==> src/rtl/d_mem_lsu.sv <==
// Load/store unit with one request in flight: drives d_mem's word port and returns one response pulse per request.
// Optional macro DMEM_MISALIGN_SPLIT_EN splits word-crossing accesses into two word accesses.
module d_mem_lsu #(
  parameter int MEM_SIZE_WORDS = 16
) (
  input  logic        clk,
  input  logic        rst,
  input  logic        req_valid,
  output logic        req_ready,
  input  logic        req_we,
  input  logic [1:0]  req_size,
  input  logic        req_unsigned,
  input  logic [31:0] req_addr,
  input  logic [31:0] req_wdata,
  output logic        rsp_valid,
  output logic [31:0] rsp_rdata,
  output logic        rsp_fault,
  output logic [31:0] mem_addr,
  output logic        mem_wr_en,
  output logic [31:0] mem_wr_data,
  output logic [3:0]  mem_byte_en,
  input  logic [31:0] mem_rd_data
);
  typedef enum logic [2:0] {IDLE, ACC1, ACC2, RD, RESP} state_t;

  localparam logic [31:0] MEM_WORDS = 32'(MEM_SIZE_WORDS);

  state_t      state_reg, state_next;
  logic [31:0] addr_reg, word0_reg, word1_reg;
  logic [63:0] data_reg;
  logic [7:0]  mask_reg;
  logic [1:0]  size_reg;
  logic        we_reg, unsigned_reg, fault_reg, split_reg;

  logic [3:0]  req_base;
  logic [7:0]  req_mask;
  logic [31:0] req_word;
  logic        req_misaligned, req_split, req_fault;
  logic [31:0] ld_shift, ld_data;
  logic        wr_en_raw;

  // Decode the incoming request: lane mask over two words, split and fault.
  always_comb begin
    case (req_size)
      2'b00:   req_base = 4'b0001;
      2'b01:   req_base = 4'b0011;
      2'b10:   req_base = 4'b1111;
      default: req_base = 4'b0000;
    endcase
    req_mask = {4'b0000, req_base} << req_addr[1:0];
    req_misaligned = (req_size == 2'b01 && req_addr[0]) ||
                     (req_size == 2'b10 && req_addr[1:0] != 2'b00);
    req_word = {2'b00, req_addr[31:2]};
`ifdef DMEM_MISALIGN_SPLIT_EN
    req_split = req_misaligned && (req_mask[7:4] != 4'b0000);
    req_fault = (req_size == 2'b11);
`else
    req_split = 1'b0;
    req_fault = (req_size == 2'b11) || req_misaligned;
`endif
    if (req_word >= MEM_WORDS || (req_split && (req_word + 32'd1) >= MEM_WORDS))
      req_fault = 1'b1;
  end

  always_ff @(posedge clk) begin
    if (rst) begin
      state_reg    <= IDLE;
      addr_reg     <= '0;
      size_reg     <= '0;
      we_reg       <= 1'b0;
      unsigned_reg <= 1'b0;
      fault_reg    <= 1'b0;
      split_reg    <= 1'b0;
      mask_reg     <= '0;
      data_reg     <= '0;
      word0_reg    <= '0;
      word1_reg    <= '0;
    end else begin
      state_reg <= state_next;
      case (state_reg)
        IDLE: if (req_valid) begin
          addr_reg     <= req_addr;
          size_reg     <= req_size;
          we_reg       <= req_we;
          unsigned_reg <= req_unsigned;
          fault_reg    <= req_fault;
          split_reg    <= req_split;
          mask_reg     <= req_mask;
          data_reg     <= req_we ? ({32'd0, req_wdata} << {req_addr[1:0], 3'b000}) : 64'd0;
          word0_reg    <= '0;
          word1_reg    <= '0;
        end
        // Read data lags the presented address by one cycle.
        ACC2: if (!we_reg) word0_reg <= mem_rd_data;
        RD: begin
          if (split_reg) word1_reg <= mem_rd_data;
          else           word0_reg <= mem_rd_data;
        end
        default: ;
      endcase
    end
  end

  always_comb begin
    ld_shift = 32'({word1_reg, word0_reg} >> {addr_reg[1:0], 3'b000});
    case (size_reg)
      2'b00:   ld_data = {{24{~unsigned_reg & ld_shift[7]}}, ld_shift[7:0]};
      2'b01:   ld_data = {{16{~unsigned_reg & ld_shift[15]}}, ld_shift[15:0]};
      default: ld_data = ld_shift;
    endcase
  end

  always_comb begin
    state_next  = state_reg;
    req_ready   = 1'b0;
    rsp_valid   = 1'b0;
    rsp_fault   = 1'b0;
    rsp_rdata   = '0;
    mem_addr    = '0;
    wr_en_raw   = 1'b0;
    mem_wr_data = '0;
    mem_byte_en = '0;
    case (state_reg)
      IDLE: begin
        req_ready = 1'b1;
        if (req_valid) state_next = req_fault ? RESP : ACC1;
      end
      ACC1: begin
        mem_addr    = {addr_reg[31:2], 2'b00};
        wr_en_raw   = we_reg;
        mem_wr_data = data_reg[31:0];
        mem_byte_en = we_reg ? mask_reg[3:0] : 4'b1111;
        if (split_reg)   state_next = ACC2;
        else if (we_reg) state_next = RESP;
        else             state_next = RD;
      end
      ACC2: begin
        mem_addr    = {addr_reg[31:2], 2'b00} + 32'd4;
        wr_en_raw   = we_reg;
        mem_wr_data = data_reg[63:32];
        mem_byte_en = we_reg ? mask_reg[7:4] : 4'b1111;
        state_next  = we_reg ? RESP : RD;
      end
      RD: state_next = RESP;
      RESP: begin
        rsp_valid  = 1'b1;
        rsp_fault  = fault_reg;
        rsp_rdata  = (fault_reg || we_reg) ? 32'd0 : ld_data;
        state_next = IDLE;
      end
      default: state_next = IDLE;
    endcase
  end

  // No write may commit while reset is asserted, even mid-access.
  assign mem_wr_en = wr_en_raw & ~rst;

endmodule

==> config.mk <==
export PLATFORM = sky130hd
export DESIGN_NAME = d_mem_lsu
export DESIGN_NICKNAME = d
export VERILOG_FILES = /design/src/rtl/d_mem_lsu.sv
export SDC_FILE = /design/constraint.sdc
export NUM_CORES = 1
export LEC_CHECK = 0
export ABC_AREA = 1
export CAP_MARGIN = 20
export CELL_PAD_IN_SITES_DETAIL_PLACEMENT = 1
export CELL_PAD_IN_SITES_GLOBAL_PLACEMENT = 1
export CORE_UTILIZATION = 30
export CTS_CLUSTER_SIZE = 25
export DETAILED_ROUTE_END_ITERATION = 16
export HOLD_SLACK_MARGIN = 0.02
export PLACE_DENSITY_LB_ADDON = 0.1
export SLEW_MARGIN = 30
export SYNTH_ARGS = -nofsm -noshare
export SYNTH_HDL_FRONTEND = slang
export SYNTH_SLANG_ARGS = --single-unit
==> constraint.sdc <==
create_clock -name clk -period 1.5 [get_ports clk]
set_input_delay 0.3 -clock clk [delete_from_list [all_inputs] [get_ports clk]]
set_output_delay 0.3 -clock clk [all_outputs]
set_load 0.005 [all_outputs]
==> results of run 1 <==
## cell families (layout without fill, tap and decap cells)
logic type                 Yosys count  count (layout)  share of synthesized area (%)
buffers and inverters              177             693                           9.41
AOI/OAI and AO/OA                  311             311                           21.2
adders and majority gates            4               4                          0.634
DFF                                135             135                           34.2
xor gates and xnor gates             1               1                          0.111
muxes                                8               8                           1.01
and+or+nand+nor                    622             623                           33.3
other                                1               3                         0.0475
## stage by stage
step,util [%],TNS (ns)
2_1_floorplan,-,-0.0310
3_3_place_gp,45.9,-94.10
3_5_place_dp,45.9,-98.69
4_1_cts,55.7,-72.28
5_1_grt,65.0,-129.75
6_report,65.0,-119.98
## where the power goes
group          internal, uW  total, uW  leakage [uW]  switching (uW)
Sequential             3740       3920       0.00111             181
Clock                  2500       4580      0.000288            2080
Combinational          1740       3770       0.00569            2030
## worst register-to-register path, delay by kind of cell, from the launching register on
kind,cells,cell delay [ns]
simple gates,5,0.49
flops,1,0.39
compound gates,1,0.17
buf+inv,8,0.91
## cells in the final DEF, fill, tap and decap left out, types with 27 or more instances in the layout
cell,instances
dfxtp_1,105
nand3_2,46
nand2_1,223
a21oi_2,71
buf_4,189
clkbuf_16,33
buf_12,47
clkdlybuf4s50_1,99
nand3_1,62
inv_1,73
nand2_4,58
nor2_4,48
o21ai_1,28
o21ai_2,27
buf_2,94
o21ai_0,50
buf_6,87
nand2_2,70
nor2_1,42
a21oi_1,80
## final cells by class
cell class	instances	area, um2
repair inverters	2	36.3
diodes	1	2.50
clock buffers	18	429
inverters	96	492
repair buffers	563	5810
clock inverters	14	163
well taps	335	419
multi-input cells	949	6720
fillers	2972	9070
flip-flops and latches	135	2780
## routing by layer
metal | GRT usage (%) | vias to the layer above
met5 | 0 | -
met4 | 16.8 | 0
met3 | 4.67 | 302
met2 | 54.7 | 734
met1 | 37.9 | 6040
li1 | - | 5193
## repair_timing
action / CTS / global route
setup endpoints to repair: 195 / 232
endpoints found under the hold margin: 0 / 0
cloned: 14 / 24
setup buffers: 76 / 57
resized for setup: 825 / 462
pin swaps: 106 / 140
## worst max-delay path by stage
stage	slack (ns)	end	startpoint
after global routing	-0.96	mem_addr[22]	addr_reg[2]$_SDFFE_PP0P_
after detailed placement	-0.74	mem_addr[17]	addr_reg[16]$_SDFFE_PP0P_
after CTS	-0.76	mem_addr[12]	state_reg[1]$_SDFFE_PP0P_
final	-0.92	mem_addr[13]	addr_reg[2]$_SDFFE_PP0P_
after global placement	-0.78	mem_addr[12]	state_reg[2]$_SDFFE_PP0P_
after floorplan	-0.01	rsp_rdata[21]	addr_reg[0]$_SDFFE_PP0P_
==> out/metrics.csv, run 1 <==
metric,value,unit
outcome,"finished, violations left",
violations,negative setup slack,
power_density,729,nW/um2
finalMaxSlewViolations,0,
antenna_found_initial,1,
drv_cap,0,
yosysMostFrequentCell,nand2_1,
syn_inst,1259,
grt_util_all_layers,31.8,%
whs,0.353,ns
port_buffers,204,
ys_seq_area_share,34.2,%
rows,59,
r2r-start,state_reg[1]$_SDFFE_PP0P_,
numClockSinks,135,
clk_latency,0.45,ns
syn_area,7900,um2
synth_top_area_share,34.2,%
avgSynthCellArea,6.27,um2
vias,12300,
finalCritPeriodShare,162,%
crit_required,1.20,ns
synthTopCellsByArea,"dfxtp_1, nand2_1, a21oi_1, nand3_1, o21ai_0",
path_buf_inv,5,
ys_ff_latch,135,
hpwlAfterDp,26.3,mm
design_area,16800,um2
globalRoute.totalOverflow,0,
clk_pin_slew_worst_paths,0.07,ns
wl_met3,4.11,mm
grt_pass1_wl,64.7,mm
drive_gt1_share,54.1,%
r2r_cells,14,
synth_common_cells,"nand2_1, a21oi_1, dfxtp_1, nand3_1, o21ai_0",
post-place-ws,-0.744,ns
top_layer,met4,
hold_viol_final,0,
core_area,25900,um2
route.met2.wl,27.9,mm
ys_types,39,
dieWidth,164,um
hold_start,req_size[0],
clk_path_buf_depth,2,
start_kind,flop,
leakagePower,0.00709,uW
grt_start_max_net_pins,98,
dr.pass1.iters,5,
placed_area,11900,um2
critPathKind,flop to output pin,
start_util,30.5,%
cts_root_buffer,clkbuf_16,
synthArstFlopShare,0,%
ioPinCount,207,
dieHeight,164,um
dieArea,27000,um2
routabilityCongestion,0.976,
rrSetupSlack,-0.55,ns
slowest_delay,0.38,ns
timing.fmax,412,MHz
critPathMaxFanout,3,
rsz0062_at_grt,yes,
critPathTopFamily,buffers and inverters,
worstMarginPinSlew,0.685,ns
largest_reg_flops,56,
skew,0.0103,ns
min_to,size_reg[0]$_SDFFE_PP0P_,
worstPathArrival,2.12,ns
min_period,2.42,ns
yosys.area.top_type,dfxtp_1,
setup_ws,-0.924,ns
final_antenna_net_count,0,
cp_cell_sequence,"buf_12, nand3_4, nor2_4, nand2_4, buf_6, o21ai_4, inv_2, o21ai_1, inv_1, buf_2",
peakVddDrop,619,uV
wl,58.6,mm
via_per_inst,5.81,
drc,0,
final_cells,2113,
cts_tree,built,
total_power,12300,uW
cts_buffers,17,
synth_edf_count,0,
dp.cells,1932,
areaGrowthSynthToFinish,113,%
ys_warn_count,0,
ys.flop_type,dfxtp_1,
hold_path_depth,4,
holdBufCountCts,0,
setup_viol,236,
reg2reg_to,word0_reg[8]$_SDFFE_PP0P_,
worst-path-stages,10,
cp_slowest_cell,dfxtp_4,
end_kind,output pin,
final_nets,1871,
cts_max_level,4,
slew-limit-headroom,53.9,%
hold_class,input port to flop,
grt_pass1_vias,11400,
first_iter_violations,999,
wl_met1,21.8,mm
wire_per_inst,27.7,um
(Power assumes the default switching activity.)
==> inputs of run 2 (changes only) <==
--- a/config.mk
+++ b/config.mk
@@ -9,11 +9,13 @@
 export CAP_MARGIN = 20
 export CELL_PAD_IN_SITES_DETAIL_PLACEMENT = 1
 export CELL_PAD_IN_SITES_GLOBAL_PLACEMENT = 1
+export CORE_MARGIN = 2
 export CORE_UTILIZATION = 30
 export CTS_CLUSTER_SIZE = 25
 export DETAILED_ROUTE_END_ITERATION = 16
 export HOLD_SLACK_MARGIN = 0.02
 export PLACE_DENSITY_LB_ADDON = 0.1
+export SKIP_LAST_GASP = 1
 export SLEW_MARGIN = 30
 export SYNTH_ARGS = -nofsm -noshare
 export SYNTH_HDL_FRONTEND = slang
==> out/metrics.csv, run 2 (synthesis gave the netlist of run 1 again) <==
metric,value,unit,change
ioPinCount,207,,unchanged
wl_met3,4.33,mm,+5.5%
dieWidth,166,um,+1.2%
end_kind,output pin,,
n_fill_cell,2938,,-1.1%
grt_pass1_wl,65.2,mm,+0.71%
drv_cap,0,,unchanged
grt_start_max_net_pins,98,,unchanged
areaGrowthSynthToFinish,116,%,
cts_max_level,4,,unchanged
rrSetupSlack,-0.45,ns,+0.10 ns
cts_tree,built,,
r2r_cells,11,,-3
outcome,"finished, violations left",,
drc,0,,unchanged
top_layer,met4,,
slew-limit-headroom,56.7,%,+2.9 points
dieArea,27600,um2,+2.5%
rows,59,,unchanged
routabilityCongestion,0.934,,-4.4%
hold_viol_final,0,,unchanged
grt_util_all_layers,29.9,%,-1.8 points
reg2reg_to,data_reg[55]$_SDFFE_PP0P_,,
wl,58.6,mm,about the same
numClockSinks,135,,unchanged
grt_pass1_vias,11600,,+2.1%
peakVddDrop,807,uV,+30%
timing.fmax,408,MHz,-1.2%
finalCritPeriodShare,164,%,+1.9 points
hold_start,mem_rd_data[2],,
hpwlAfterDp,26.7,mm,+1.5%
mostFrequentLayoutCells,"nand2_1, buf_4, dfxtp_1",,
worstPathArrival,2.15,ns,+0.03 ns
vias,12300,,+0.54%
leakagePower,0.00723,uW,+2.0%
cts_buffers,17,,unchanged
rsz0062_at_grt,yes,,
hold_class,input port to flop,,
route.met2.wl,28.3,mm,+1.5%
clk_pin_slew_worst_paths,0.07,ns,about the same
largest_reg_flops,56,,unchanged
cp_common_cell,buf_6,,
worstMarginPinSlew,0.649,ns,-0.0356 ns
setup_viol,236,,unchanged
final_antenna_net_count,0,,unchanged
cp_cell_sequence,"nand2_4, nor2_4, buf_6, buf_6, nand3_4, nor2_4, buf_6, nand2_4, nand3_4, o31ai_4, buf_2",,
holdBufCountCts,0,,unchanged
setup_ws,-0.953,ns,-0.0290 ns
clk_path_buf_depth,2,,unchanged
cts_root_buffer,clkbuf_16,,
min_period,2.45,ns,+0.0290 ns
critPathMaxFanout,3,,unchanged
antenna_found_initial,1,,unchanged
globalRoute.totalOverflow,0,,unchanged
clk_latency,0.46,ns,about the same
cp_slowest_cell,dfxtp_2,,
hold_path_depth,3,,-1
fin_util,65.7,%,+0.72 points
dr.pass1.iters,7,,+2
violations,negative setup slack,,
r2r-start,state_reg[1]$_SDFFE_PP0P_,,
min_to,word0_reg[2]$_SDFFE_PP0P_,,
wl_met1,21.8,mm,+0.21%
start_util,30.4,%,-0.087 points
dieHeight,166,um,+1.2%
port_buffers,204,,unchanged
critPathKind,flop to output pin,,
final_cells,2122,,+0.43%
final_nets,1880,,+0.48%
total_power,12100,uW,-1.7%
first_iter_violations,1125,,+13%
finalMaxSlewViolations,0,,unchanged
core_area,26000,um2,+0.28%
slowest_delay,0.38,ns,about the same
via_per_inst,5.81,,+0.11%
power_density,707,nW/um2,-3.0%
start_kind,flop,,
skew,0.0118,ns,+0.00149 ns
crit_required,1.20,ns,about the same
wire_per_inst,27.6,um,-0.33%
dp.cells,1941,,+0.47%
setup_tns,-107.36,ns,+12.61 ns
layout_commonest_cell,nand2_1,,
drive_gt1_share,56.0,%,+1.9 points
-- run 2: cell count changes in the layout (fill, tap and decap cells not counted), moves of 10 or more --
cell     change
nand2_4     +18
buf_4       +17
nand3_4     +14
nand2_1     -13
o21ai_1     -12
buf_12      -11
nand2_2     -10
o21ai_0     +10
-- run 2: final cells by class --
type                            count  area, um2  share of cell area (%)
Tap cell                          335        419                    2.45
Multi-Input combinational cell    949       7140                    41.8
Antenna cell                        1       2.50                  0.0147
Clock buffer                       18        439                    2.57
Clock inverter                     14        129                   0.755
Timing Repair Buffer              572       5680                    33.3
Sequential cell                   135       2780                    16.3
Timing Repair inverter              2       32.5                   0.190
Inverter                           96        453                    2.65
-- run 2: per-stage QoR --
stage                     area [um2]  hold WS [ns]  setup WS [ns]
after global routing           17100         0.464         -0.955
after global placement         11900         0.452         -0.830
after CTS                      14500         0.431         -0.712
after detailed placement       11900         0.454         -0.851
final                          17100         0.456         -0.953
after floorplan                 7970         0.439        -0.0125
-- run 2: worst max path at each step --
| stage | end | startpoint | cells past startpoint |
|---|---|---|---|
| finish | mem_addr[16] | addr_reg[10]$_SDFFE_PP0P_ | 11 |
| global route | mem_addr[16] | addr_reg[7]$_SDFFE_PP0P_ | 11 |
| CTS | mem_wr_data[8] | state_reg[1]$_SDFFE_PP0P_ | 8 |
| detailed placement | mem_addr[15] | state_reg[0]$_SDFFE_PP0P_ | 5 |
| global placement | mem_addr[11] | state_reg[1]$_SDFFE_PP0P_ | 6 |
| floorplan | rsp_rdata[21] | addr_reg[0]$_SDFFE_PP0P_ | 10 |
-- run 2: report_power, final --
group | internal [uW] | switching [uW] | leakage (uW)
logic | 1710 | 2050 | 0.00584
clock network | 2240 | 2150 | 0.000272
registers | 3740 | 181 | 0.00111
-- run 2: routing by layer --
layer | track usage, % | vias to the layer above
met3 | 5.46 | 287
li1 | - | 5211
met5 | 0 | -
met1 | 35.2 | 6113
met2 | 52.5 | 724
met4 | 14.6 | 0
-- run 2: worst max-delay path: cells and delay by family (launching register included) --
kind	cells	cell delay, ns
buffers and inverters	4	0.53
and+or+nand+nor	6	0.70
AOI/OAI and AO/OA	1	0.08
DFF	1	0.38
-- run 2: repair_timing --
item | CTS | global route
gates resized for setup | 800 | 539
setup buffers | 92 | 58
endpoints found under the setup margin | 211 | 237
pin swaps | 136 | 168
cloned | 13 | 18
endpoints found under the hold margin | 0 | 0
